<file path="src/rtl/key_pkg.sv">
// Shared types and width helpers for the key conditioner slice.
package key_pkg;

  typedef enum logic [1:0] {
    IDLE   = 2'd0,
    DELAY  = 2'd1,
    REPEAT = 2'd2
  } rep_state_t;

  // Width of a counter that must be able to hold max_count.
  function automatic int cnt_width(input int max_count);
    return (max_count < 1) ? 1 : $clog2(max_count + 1);
  endfunction

  function automatic int max_int(input int a, input int b);
    return (a > b) ? a : b;
  endfunction

endpackage

</file>
<file path="src/rtl/key_channel.sv">
// One key channel: 2-FF synchroniser, debounce filter and auto-repeat FSM.
//
// state  | meaning
// IDLE   | no auto-repeat in progress
// DELAY  | key accepted as pressed, waiting for the first repeat
// REPEAT | issuing repeat pulses every REPEAT_PERIOD cycles
module key_channel
  import key_pkg::*;
#(
  parameter int ACTIVE_LOW      = 1,
  parameter int DEBOUNCE_CYCLES = 250000,
  parameter int REPEAT_DELAY    = 12500000,
  parameter int REPEAT_PERIOD   = 2500000
) (
  input  logic clk,
  input  logic rst_n,
  input  logic key_raw,
  input  logic repeat_en,
  output logic level,
  output logic press,
  output logic release_pulse
);

  localparam int DB_W = cnt_width(DEBOUNCE_CYCLES);
  localparam int RP_W = cnt_width(max_int(REPEAT_DELAY, REPEAT_PERIOD));
  localparam logic [DB_W-1:0] DB_LAST = DB_W'(DEBOUNCE_CYCLES - 1);
  localparam logic [RP_W-1:0] RD_LAST = RP_W'(REPEAT_DELAY - 1);
  localparam logic [RP_W-1:0] RP_LAST = RP_W'(REPEAT_PERIOD - 1);
  localparam logic RELEASED_RAW = (ACTIVE_LOW != 0);

  logic            sync_1, sync_2, pressed_q;
  logic [DB_W-1:0] db_cnt;
  logic [RP_W-1:0] rp_cnt, rp_nxt;
  rep_state_t      state, state_nxt;
  logic            differ, accept, rise, fall, tick;

  assign differ = (pressed_q != level);
  assign accept = differ && (db_cnt == DB_LAST);
  assign rise   = accept && !level;
  assign fall   = accept && level;

  // Synchronisers reset to the released pin value so reset exit looks idle.
  always_ff @(posedge clk or negedge rst_n) begin
    if (!rst_n) begin
      sync_1    <= RELEASED_RAW;
      sync_2    <= RELEASED_RAW;
      pressed_q <= 1'b0;
      db_cnt    <= '0;
      level     <= 1'b0;
    end else begin
      sync_1    <= key_raw;
      sync_2    <= sync_1;
      pressed_q <= sync_2 ^ RELEASED_RAW;
      level     <= level ^ accept;
      if (!differ || accept) db_cnt <= '0;
      else                   db_cnt <= db_cnt + 1'b1;
    end
  end

  // Release or disable overrides any pending repeat tick in the same cycle.
  always_comb begin
    state_nxt = state;
    rp_nxt    = rp_cnt;
    tick      = 1'b0;
    if (fall || !repeat_en) begin
      state_nxt = IDLE;
      rp_nxt    = '0;
    end else begin
      case (state)
        IDLE: begin
          if (rise) begin
            state_nxt = DELAY;
            rp_nxt    = '0;
          end
        end
        DELAY: begin
          if (rp_cnt == RD_LAST) begin
            tick      = 1'b1;
            rp_nxt    = '0;
            state_nxt = REPEAT;
          end else begin
            rp_nxt = rp_cnt + 1'b1;
          end
        end
        REPEAT: begin
          if (rp_cnt == RP_LAST) begin
            tick   = 1'b1;
            rp_nxt = '0;
          end else begin
            rp_nxt = rp_cnt + 1'b1;
          end
        end
        default: begin
          state_nxt = IDLE;
          rp_nxt    = '0;
        end
      endcase
    end
  end

  always_ff @(posedge clk or negedge rst_n) begin
    if (!rst_n) begin
      state         <= IDLE;
      rp_cnt        <= '0;
      press         <= 1'b0;
      release_pulse <= 1'b0;
    end else begin
      state         <= state_nxt;
      rp_cnt        <= rp_nxt;
      press         <= rise | tick;
      release_pulse <= fall;
    end
  end

endmodule

</file>
<file path="src/rtl/key_conditioner.sv">
// Multi-channel push-button front end: per-channel conditioning plus a
// registered activity strobe for the entropy input.
module key_conditioner
  import key_pkg::*;
#(
  parameter int CHANNELS        = 4,
  parameter int ACTIVE_LOW      = 1,
  parameter int DEBOUNCE_CYCLES = 250000,
  parameter int REPEAT_DELAY    = 12500000,
  parameter int REPEAT_PERIOD   = 2500000
) (
  input  logic                clk,
  input  logic                rst_n,
  input  logic [CHANNELS-1:0] keys_in,
  input  logic [CHANNELS-1:0] repeat_en,
  output logic [CHANNELS-1:0] level,
  output logic [CHANNELS-1:0] press,
  output logic [CHANNELS-1:0] release_pulse,
  output logic                activity
);

  for (genvar ch = 0; ch < CHANNELS; ch++) begin : g_ch
    key_channel #(
      .ACTIVE_LOW      (ACTIVE_LOW),
      .DEBOUNCE_CYCLES (DEBOUNCE_CYCLES),
      .REPEAT_DELAY    (REPEAT_DELAY),
      .REPEAT_PERIOD   (REPEAT_PERIOD)
    ) u_channel (
      .clk           (clk),
      .rst_n         (rst_n),
      .key_raw       (keys_in[ch]),
      .repeat_en     (repeat_en[ch]),
      .level         (level[ch]),
      .press         (press[ch]),
      .release_pulse (release_pulse[ch])
    );
  end

  always_ff @(posedge clk or negedge rst_n) begin
    if (!rst_n) activity <= 1'b0;
    else        activity <= |press;
  end

endmodule
</file>
<file path="config.mk">
export PLATFORM = sky130hd
export DESIGN_NAME = key_conditioner
export DESIGN_NICKNAME = d
export VERILOG_FILES = /design/src/rtl/key_pkg.sv /design/src/rtl/key_channel.sv /design/src/rtl/key_conditioner.sv
export SDC_FILE = /design/constraint.sdc
export NUM_CORES = 1
export LEC_CHECK = 0
export BUFFER_PORTS_ARGS = -buffer_cell sky130_fd_sc_hd__buf_2
export CAP_MARGIN = 5
export CELL_PAD_IN_SITES_DETAIL_PLACEMENT = 1
export CELL_PAD_IN_SITES_GLOBAL_PLACEMENT = 1
export CORE_MARGIN = 2
export CORE_UTILIZATION = 45
export DETAILED_ROUTE_END_ITERATION = 12
export PLACE_DENSITY_LB_ADDON = 0.25
export SYNTH_ARGS = -nofsm -noshare
export SYNTH_HDL_FRONTEND = slang
export SYNTH_SLANG_ARGS = --single-unit
</file>
<file path="constraint.sdc">
create_clock -name clk -period 3.6 [get_ports clk]
set_input_delay 0.18 -clock clk [delete_from_list [all_inputs] [get_ports clk]]
set_output_delay 0.18 -clock clk [all_outputs]
set_load 0.03 [all_outputs]
</file>
==> results of run 1 <==
## worst paths after layout
path / startpoint / end / cells past startpoint
hold / removal: keys_in[3] / g_ch[3].u_channel.sync_1 / 2
hold reg to reg: g_ch[3].u_channel.sync_1 / g_ch[3].u_channel.sync_2 / 0
setup / recovery: g_ch[0].u_channel.rp_cnt[9] / g_ch[0].u_channel.rp_cnt[6] / 6
max in group asynchronous: rst_n / g_ch[0].u_channel.rp_cnt[7] / 3
setup reg to reg: g_ch[0].u_channel.rp_cnt[9] / g_ch[0].u_channel.rp_cnt[6] / 6
min in group asynchronous: rst_n / g_ch[3].u_channel.release_pulse / 2
## power by group
part           leakage [uW]  internal [uW]  switching (uW)
sequential          0.00276           2290            18.0
combinational       0.00180           80.6             172
clock              0.000413           1600             973
total               0.00497           3970            1160
## area by class of cell
type                    count  area [um2]
repair buffers             47         329
multi-input cells         850        5180
fillers                  2674       11400
well taps                 319         399
flip-flops and latches    201        5040
clock buffers              34         719
clock inverters             9         129
inverters                  44         165
## per-layer routing
metal	share of wire [%]	GRT usage [%]	routed length [um]	up-vias
met5	0	0	0	-
met4	1.9	4.72	470	0
met3	2.4	3.06	603	36
met2	47	35.9	11900	74
li1	-	-	-	4169
met1	49	29.3	12300	4309
## per-stage QoR
| step | cells | total power [uW] | util (%) |
|---|---|---|---|
| finish | 1504 | 5130 | 51.3 |
| global route | 1504 | 5330 | 51.3 |
| CTS | 1504 | 5210 | 51.3 |
| detailed placement | 1452 | 2600 | 47.3 |
| global placement | 1452 | 2590 | 47.3 |
| floorplan | 1141 | 2480 | - |
## state kept, by name, summed over array words and instances (netlist names), named ones only
signal                        flops
g_ch.u_channel.db_cnt            72
g_ch.u_channel.press              4
g_ch.u_channel.state              8
g_ch.u_channel.sync_1             4
g_ch.u_channel.pressed_q          4
g_ch.u_channel.rp_cnt            96
activity                          1
g_ch.u_channel.sync_2             4
g_ch.u_channel.release_pulse      4
## cell usage in the layout (no fill, tap or decap), drive strengths merged, types with 5 or more instances in the layout
cell type and count:
a211oi 6, a21o 9, a21oi 21, a22oi 7, a31oi 6, and2 8
and3 22, and4 18, buf 37, clkbuf 35, dfrtp 193, dfstp 8
dlygate4sd3 9, ha 24, inv 44, mux2i 9, nand2 128, nand2b 10
nand3 140, nand3b 6, nand4 31, nand4b 5, nor2 110, nor3 13
nor4 14, nor4b 9, nor4bb 5, o21ai 46, o311ai 36, o31ai 10
or2 7, or3 27, or4 10, xnor2 31, xor2 40
## kinds of logic (layout without fill, tap and decap cells)
family          count (synthesis)  count (layout)
flops                         201             201
fa+ha+maj                      24              24
buf+inv                        90             134
simple gates                  577             577
compound gates                166             166
xor+xnor                       71              71
mux                            12              12
## critical path: cells and delay by family (launching register included)
family / cells / cell delay, ns
and+or+nand+nor: 3 / 1.33
AOI/OAI and AO/OA: 3 / 1.18
DFF: 1 / 0.42
==> metrics.cfg, run 1 <==
[setup_path]
r2r_slack_ns=0.55
crit_fanout=22
crit_path_top_delay_cell=a211o_1
endpoint_kind=flip-flop
required_ns=4.00
arrival_ns=3.45
path_cells=or4_1 -> or4_1 -> o21ai_0 -> a211o_1 -> or3_1 -> o21ai_0
crit_type=reg2reg
cpPeakStageDelay_ns=0.66
setup.worst_path.start_class=flip-flop

[die]
ios=23
start_util_pct=45.4
core_um2=23300
die_x_um=158
die-area_um2=24800
die_h_um=158
fp-row-count=56

[yosys]
synth_most_common_cell=dfrtp_1
netlist_area_um2=10600
synth_cell_type_count=58
avgSynthCellArea_um2=9.29
synth_flop_cell=dfrtp_1
synthTopCellsByArea=dfrtp_1 (46%), nand3_1 (6.6%), nand2_1 (4.5%)
synth_top_family_by_area=simple AND/OR/NAND/NOR gates
synth-seq-cells=201
syn_inst=1141
yosys-top-cells-count=dfrtp_1 (193), nand3_1 (140), nand2_1 (128), nor2_1 (110), inv_1 (44)
async_flop_share_pct=100
yosysWarnings=0
synth-simple-area-share_pct=28.2
yosys.area.top_type=dfrtp_1
synth_seq_area_share_pct=47.5
synth_top_area_share_pct=45.5
synthXorXnorAreaFrac_pct=5.86
synth_nets=1175
muxShareOfSynthArea_pct=1.17
synth_compound_area_share_pct=10.7
synth-edff-count=0
synth_fa_ha_area_share_pct=2.83

[timing]
fin_tns_setup_ns=0
finalMaxSlewViolations=0
fin_skew_ns=0.00916
clock.fmax_mhz=328
setup_slack_ns=0.547
fin_crit_ns=3.05
grt_setup_unrepaired=false
finalHoldViolations=0
tightest_slew_ns=0.944
setup_viol_count_final=0
whs_ns=0.305
relSlewSlack_pct=37.1
layout_worst_path_cycle_share_pct=84.8

[outcome]
outcome=finished clean

[drt]
final_antenna_net_count=0
via_per_inst=5.71
drt_first_iter_violations=327
vias=8588
avgRoutedWirePerCell_um=16.8
routed_wl_um=25200
first_pass_iters=4
drc=0

[placement]
gp_congestion=0.759
post_dp_cell_area_um2=11000
pre_cts_ws_ns=0.556
port_buffers=22
dp_hpwl_um=16600

[cts]
cts.sinks=201
cts_buffers=24
cts-resized-gates=0
h-tree-depth=1
hold_buffers=9
cts_tree=done
cts_setup_buffers=0
root_buffer=clkbuf_16
clock_latency_ns=0.52
clockBufferDepth=3
path_clk_slew_ns=0.06

[global_routing]
overflow=0
antenna_found_initial=0
grt_max_degree=113
grt_pass1_wl_um=44000
grt_util_all_layers_pct=21.3
grt_pass1_vias=9000

[final_layout]
final_cell_area_um2=12000
n_antenna_cell=0
nNetsFinal=1202
drive_above_1_share_pct=8.95
areaGrowthSynthToFinish_pct=12.8

[worst_hold_path]
hp-class=in2reg

[power]
p_leak_uw=0.00497
cellPowerDensity_nw_per_um2=429
ir_drop_mv=0.329

[flow_run]
maxCapViolations=0

(Power assumes the default switching activity.)
==> run 2: changes to the inputs <==
- clock period: 3.6 -> 2.9 ns (I/O delays scaled with it)
==> metrics.cfg, run 2 (synthesized netlist as in run 1, its figures left out) <==
[die]
start_util_pct=45.4  ; unchanged
die_h_um=158  ; unchanged
die-area_um2=24800  ; unchanged
core_um2=23300  ; unchanged
fp-row-count=56  ; unchanged
die_x_um=158  ; unchanged
ios=23  ; unchanged

[global_routing]
grt_pass1_vias=9143  ; was 9000
grt_max_degree=76  ; was 113
antenna_found_initial=0  ; unchanged
grt_pass1_wl_um=43800  ; was 44000 um
overflow=0  ; unchanged
grt_util_all_layers_pct=21.1  ; was 21.3%

[placement]
gp_congestion=0.805  ; was 0.759
dp_hpwl_um=17000  ; was 16600 um
dp_cells=1460  ; was 1452
port_buffers=22  ; unchanged

[final_layout]
largest_register_ffs=96  ; unchanged
layout_common_cells=dfrtp_1 (193), nand3_1 (140), nand2_1 (128), nor2_1 (110), inv_1 (44)  ; unchanged
drive_above_1_share_pct=9.39  ; was 8.95%
layout_commonest_cell=dfrtp_1  ; unchanged
nNetsFinal=1210  ; was 1202
final_cells=1512  ; was 1504
n_antenna_cell=0  ; unchanged
top_regs=g_ch.u_channel.rp_cnt: 96 flops, g_ch.u_channel.db_cnt: 72 flops, g_ch.u_channel.state: 8 flops  ; unchanged
areaGrowthSynthToFinish_pct=13.8  ; was 12.8%
regMostFlops=g_ch.u_channel.rp_cnt  ; unchanged
postLayoutCoreUtil_pct=51.7  ; was 51.3%

[timing]
tightest_slew_ns=0.736  ; was 0.944 ns
finalHoldViolations=0  ; unchanged
grt_setup_unrepaired=false  ; unchanged
finalMaxSlewViolations=0  ; unchanged
fin_crit_ns=2.70  ; was 3.05 ns
clock.fmax_mhz=370  ; was 328 MHz
fin_tns_setup_ns=0  ; unchanged
layout_worst_path_cycle_share_pct=93.1  ; was 84.8%
whs_ns=0.172  ; was 0.305 ns
setup_viol_count_final=0  ; unchanged
fin_skew_ns=0.0132  ; was 0.00916 ns
relSlewSlack_pct=50.5  ; was 37.1%

[cts]
cts_buffers=24  ; unchanged
cts.sinks=201  ; unchanged
h-tree-depth=1  ; unchanged
clock_latency_ns=0.52  ; about the same
cts_tree=done  ; unchanged
root_buffer=clkbuf_16  ; unchanged
path_clk_slew_ns=0.06  ; about the same
clockBufferDepth=3  ; unchanged

[drt]
first_pass_iters=4  ; unchanged
final_antenna_net_count=0  ; unchanged
via_per_inst=5.72  ; was 5.71
avgRoutedWirePerCell_um=16.6  ; was 16.8 um
drc=0  ; unchanged
vias=8643  ; was 8588
drt_first_iter_violations=427  ; was 327
routed_wl_um=25100  ; was 25200 um

[setup_path]
crit_path_top_delay_cell=or4b_2  ; was a211o_1
path_cells=or4b_1 -> or3_4 -> o311a_1 -> buf_4 -> or4b_2 -> nand3_1  ; was or4_1 -> or4_1 -> o21ai_0 -> a211o_1 -> or3_1 -> o21ai_0
crit_fanout=25  ; was 22
arrival_ns=3.16  ; was 3.45 ns
ff2ff_path_depth=6  ; unchanged
crit_type=reg2reg  ; unchanged
setup.worst_path.start_class=flip-flop  ; unchanged
cp-startpoint=g_ch[2].u_channel.db_cnt[6]  ; was g_ch[0].u_channel.rp_cnt[9]
cpPeakStageDelay_ns=0.62  ; was 0.66 ns
required_ns=3.35  ; was 4.00 ns
r2r_end=g_ch[2].u_channel.rp_cnt[19]  ; was g_ch[0].u_channel.rp_cnt[6]
r2r_slack_ns=0.20  ; was 0.55 ns
rr_startpoint=g_ch[2].u_channel.db_cnt[6]  ; was g_ch[0].u_channel.rp_cnt[9]
endpoint_kind=flip-flop  ; unchanged

[power]
p_leak_uw=0.00504  ; was 0.00497 uW
combPwrFrac_pct=4.9  ; about the same
cellPowerDensity_nw_per_um2=530  ; was 429 nW/um2
ir_drop_mv=0.404  ; was 0.329 mV
p_sw_uw=1400  ; was 1160 uW
clkPwrFrac_pct=50.3  ; was 50.2%
total_power_uw=6400  ; was 5130 uW
p_int_uw=4990  ; was 3970 uW
switching_share_pct=22.0  ; was 22.6%
seqPwrFrac_pct=44.7  ; was 44.9%

[outcome]
outcome=finished clean  ; unchanged

[flow_run]
maxCapViolations=0  ; unchanged

[worst_hold_path]
hp-class=in2async  ; was in2reg

[run 2: layout make-up]
type                    count  area, um2
clock buffers              35        713
clock inverters             8        140
fillers                  2659      11300
inverters                  44        165
multi-input cells         850       5180
flip-flops and latches    201       5040
well taps                 319        399
repair buffers             55        427
[run 2: worst max-delay path by stage]
stage / endpoint / slack (ns)
floorplan: g_ch[2].u_channel.rp_cnt[16] / 0.24
global placement: g_ch[2].u_channel.rp_cnt[19] / 0.26
detailed placement: g_ch[2].u_channel.rp_cnt[19] / 0.21
CTS: g_ch[0].u_channel.rp_cnt[17] / 0.19
global route: g_ch[3].u_channel.rp_cnt[5] / 0.05
finish: g_ch[2].u_channel.rp_cnt[19] / 0.20
[run 2: through the flow]
step | setup WS, ns | instance area (um2)
final | 0.199 | 12100
after global placement | 0.261 | 11100
after detailed placement | 0.209 | 11100
after CTS | 0.189 | 12100
after floorplan | 0.242 | 10600
after global routing | 0.0463 | 12100
[run 2: repair_timing]
action	CTS	global route
resized for setup	0	2
setup buffers	0	0
hold buffers	9	0
setup endpoints to repair	0	3
endpoints found under the hold margin	65	0
[run 2: worst max-delay path: cells and delay by family, from the launching register on]
family                 cells  cell delay (ns)
AOI/OAI and AO/OA          1             0.38
buffers and inverters      1             0.23
DFF                        1             0.42
and+or+nand+nor            4             1.60
[run 2: routing by layer]
layer  global-route usage, %  vias to the layer above  part of all wire, %
li1                        -                     4193                    -
met1                    28.4                     4337                   48
met2                    36.8                       86                   49
met3                    2.53                       27                  2.4
met4                    4.20                        0                  1.5
met5                       0                        -                    0
[run 2: power by group through the flow]
stage,Sequential [uW],Combinational [uW],Clock (uW)
after floorplan,2910,174,0
after global placement,2910,305,0
after detailed placement,2910,313,0
after CTS,2860,325,3320
after global routing,2860,360,3420
final,2860,316,3220
==> run 3: changes to the inputs <==
- ABC_AREA: unset -> 1
==> metrics.cfg, run 3 <==
[drt]
routed_wl_um=38200  ; was 25100 um
first_pass_iters=7  ; was 4
vias=12700  ; was 8643
avgRoutedWirePerCell_um=16.4  ; was 16.6 um
final_antenna_net_count=0  ; unchanged
drc=0  ; unchanged
drt_first_iter_violations=759  ; was 427
via_per_inst=5.47  ; was 5.72

[timing]
finalHoldViolations=0  ; unchanged
layout_worst_path_cycle_share_pct=86.8  ; was 93.1%
fin_skew_ns=0.0146  ; was 0.0132 ns
clock.fmax_mhz=397  ; was 370 MHz
finalMaxSlewViolations=0  ; unchanged
fin_crit_ns=2.52  ; was 2.70 ns
tightest_slew_ns=0.672  ; was 0.736 ns
whs_ns=0.132  ; was 0.172 ns
setup_viol_count_final=0  ; unchanged
relSlewSlack_pct=54.9  ; was 50.5%
grt_setup_unrepaired=false  ; unchanged
fin_tns_setup_ns=0  ; unchanged

[setup_path]
endpoint_kind=flip-flop  ; unchanged
crit_fanout=31  ; was 25
ff2ff_path_depth=11  ; was 6
arrival_ns=2.94  ; was 3.16 ns
rr_startpoint=g_ch[2].u_channel.db_cnt[0]  ; was g_ch[2].u_channel.db_cnt[6]
setup.worst_path.start_class=flip-flop  ; unchanged
required_ns=3.33  ; was 3.35 ns
cp-startpoint=g_ch[2].u_channel.db_cnt[0]  ; was g_ch[2].u_channel.db_cnt[6]
r2r_end=g_ch[2].u_channel.rp_cnt[1]  ; was g_ch[2].u_channel.rp_cnt[19]
crit_type=reg2reg  ; unchanged
r2r_slack_ns=0.38  ; was 0.20 ns

[die]
die_x_um=174  ; was 158 um
die-area_um2=30400  ; was 24800 um2
die_h_um=174  ; was 158 um
start_util_pct=45.6  ; was 45.4%
fp-row-count=62  ; was 56
core_um2=28600  ; was 23300 um2
ios=23  ; unchanged

[final_layout]
drive_above_1_share_pct=7.64  ; was 9.39%
multiInputGateArea_um2=6790  ; was 5180 um2
areaGrowthSynthToFinish_pct=10.1  ; was 13.8%
top_regs=g_ch.u_channel.rp_cnt: 96 flops, g_ch.u_channel.db_cnt: 72 flops, g_ch.u_channel.state: 8 flops  ; unchanged
layout_commonest_cell=nand2_1  ; was dfrtp_1
largest_register_ffs=96  ; unchanged
postLayoutCoreUtil_pct=50.3  ; was 51.7%
register_area_um2=5040  ; unchanged
layout_common_cells=nand2_1 (508), nor2_1 (294), inv_1 (220), dfrtp_1 (193), nand3_1 (183)  ; was dfrtp_1 (193), nand3_1 (140), nand2_1 (128), nor2_1 (110), inv_1 (44)
regMostFlops=g_ch.u_channel.rp_cnt  ; unchanged
fill_cells=3739  ; was 2659
nNetsFinal=1951  ; was 1210
n_antenna_cell=0  ; unchanged

[yosys]
synth_flop_cell=dfrtp_1  ; unchanged
synth_nets=1939  ; was 1175
avgSynthCellArea_um2=6.86  ; was 9.29 um2
netlist_area_um2=13100  ; was 10600 um2
synthTopCellsByArea=dfrtp_1 (37%), nand2_1 (15%), nor2_1 (8.4%)  ; was dfrtp_1 (46%), nand3_1 (6.6%), nand2_1 (4.5%)
synth_seq_area_share_pct=38.6  ; was 47.5%
synth-edff-count=0  ; unchanged
yosysWarnings=0  ; unchanged
yosys-top-cells-count=nand2_1 (508), nor2_1 (294), inv_1 (220), dfrtp_1 (193), nand3_1 (183)  ; was dfrtp_1 (193), nand3_1 (140), nand2_1 (128), nor2_1 (110), inv_1 (44)
synth_most_common_cell=nand2_1  ; was dfrtp_1
syn_inst=1905  ; was 1141
async_flop_share_pct=100  ; unchanged
yosys.area.top_type=dfrtp_1  ; unchanged
synth-seq-cells=201  ; unchanged
synth_top_area_share_pct=37.0  ; was 45.5%
synth_cell_type_count=42  ; was 58

[global_routing]
grt_pass1_wl_um=65100  ; was 43800 um
grt_max_degree=73  ; was 76
antenna_found_initial=0  ; unchanged
grt_util_all_layers_pct=25.6  ; was 21.1%
overflow=0  ; unchanged
grt_pass1_vias=13400  ; was 9143

[flow_run]
maxCapViolations=0  ; unchanged

[power]
ir_drop_mv=0.457  ; was 0.404 mV
p_leak_uw=0.00640  ; was 0.00504 uW
cellPowerDensity_nw_per_um2=448  ; was 530 nW/um2

[placement]
gp_congestion=0.926  ; was 0.805
dp_hpwl_um=28300  ; was 17000 um
port_buffers=22  ; unchanged

[cts]
path_clk_slew_ns=0.06  ; about the same
cts_setup_buffers=0  ; unchanged
cts_tree=done  ; unchanged
clockBufferDepth=3  ; unchanged
h-tree-depth=1  ; unchanged
root_buffer=clkbuf_16  ; unchanged
clock_latency_ns=0.55  ; was 0.52 ns
cts_buffers=26  ; was 24
cts.sinks=201  ; unchanged

[worst_hold_path]
hp-class=in2async  ; unchanged

[outcome]
outcome=finished clean  ; unchanged

## run 3: cell types whose count changed after synthesis, moves of 31 or more
cell	previous run	this run
nand4_1	31	111
nand2_1	128	508
nand3_1	140	183
nor2_1	110	294
nor3_1	13	44
a21oi_1	21	59
inv_1	44	220
## run 3: metal layers
| metal | vias to the layer above | part of all wire, % | wire [um] | global-route usage, % |
|---|---|---|---|---|
| met4 | 0 | 2.2 | 836 | 6.83 |
| met5 | - | 0 | 0 | 0 |
| met1 | 6241 | 44 | 16900 | 32.8 |
| li1 | 6196 | - | - | - |
| met3 | 59 | 3.4 | 1300 | 2.84 |
| met2 | 204 | 50 | 19100 | 45.8 |
## run 3: timing repair
action	CTS	global route
resized for setup	0	0
hold buffers	9	0
endpoints found under the hold margin	79	0
endpoints found under the setup margin	0	0
## run 3: how the worst max path moves through the flow
stage                                               to  slack (ns)  cells past startpoint
after CTS                  g_ch[2].u_channel.rp_cnt[1]        0.40                     11
final                      g_ch[2].u_channel.rp_cnt[1]        0.38                     11
after global routing       g_ch[2].u_channel.rp_cnt[1]        0.26                     11
after detailed placement   g_ch[2].u_channel.rp_cnt[1]        0.47                     11
after floorplan           g_ch[3].u_channel.rp_cnt[13]        1.19                     13
after global placement     g_ch[1].u_channel.rp_cnt[1]        0.61                     13
## run 3: area by class of cell
cell class,count,share of cell area (%)
Clock buffer,37,5.02
Clock inverter,11,1.21
Tap cell,384,3.34
Multi-Input combinational cell,1408,47.2
Inverter,242,6.31
Sequential cell,201,35.0
Timing Repair Buffer,38,1.91
## run 3: per-stage QoR
stage	total power, uW	cell area [um2]	worst slack (ns)	cells
4_1_cts	6540	14400	0.404	2321
3_5_place_dp	3100	13400	0.472	2264
6_report	6440	14400	0.382	2321
5_1_grt	6670	14400	0.256	2321
2_1_floorplan	3000	13100	1.19	1905
3_3_place_gp	3090	13400	0.612	2264
## run 3: logic make-up (layout without fill, tap and decap cells)
group / after synthesis / after routing / synth area share [%]
XOR/XNOR: 31 / 31 / 2.08
adder cells (fa/ha/maj): 24 / 24 / 2.30
buffers and inverters: 296 / 328 / 9.48
AO/OA/AOI/OAI: 141 / 141 / 6.08
flip-flops: 201 / 201 / 38.6
AND/OR/NAND/NOR: 1212 / 1212 / 41.5
## run 3: critical path, stage by stage (launching register included)
cell      delay (ns)
dfrtp_1         0.39
ha_1            0.22
nand2_1         0.11
nor2_1          0.07
nand3_2         0.10
nor2_4          0.06
a21boi_2        0.49
nand2_4         0.33
inv_1           0.35
nor2_1          0.13
nand2_1         0.08
nand2_1         0.05
## run 3: power by group
| part | switching [uW] | leakage (uW) | internal, uW |
|---|---|---|---|
| clock | 1300 | 0.000427 | 2090 |
| sequential | 13.4 | 0.00276 | 2830 |
| combinational | 160 | 0.00321 | 48.3 |
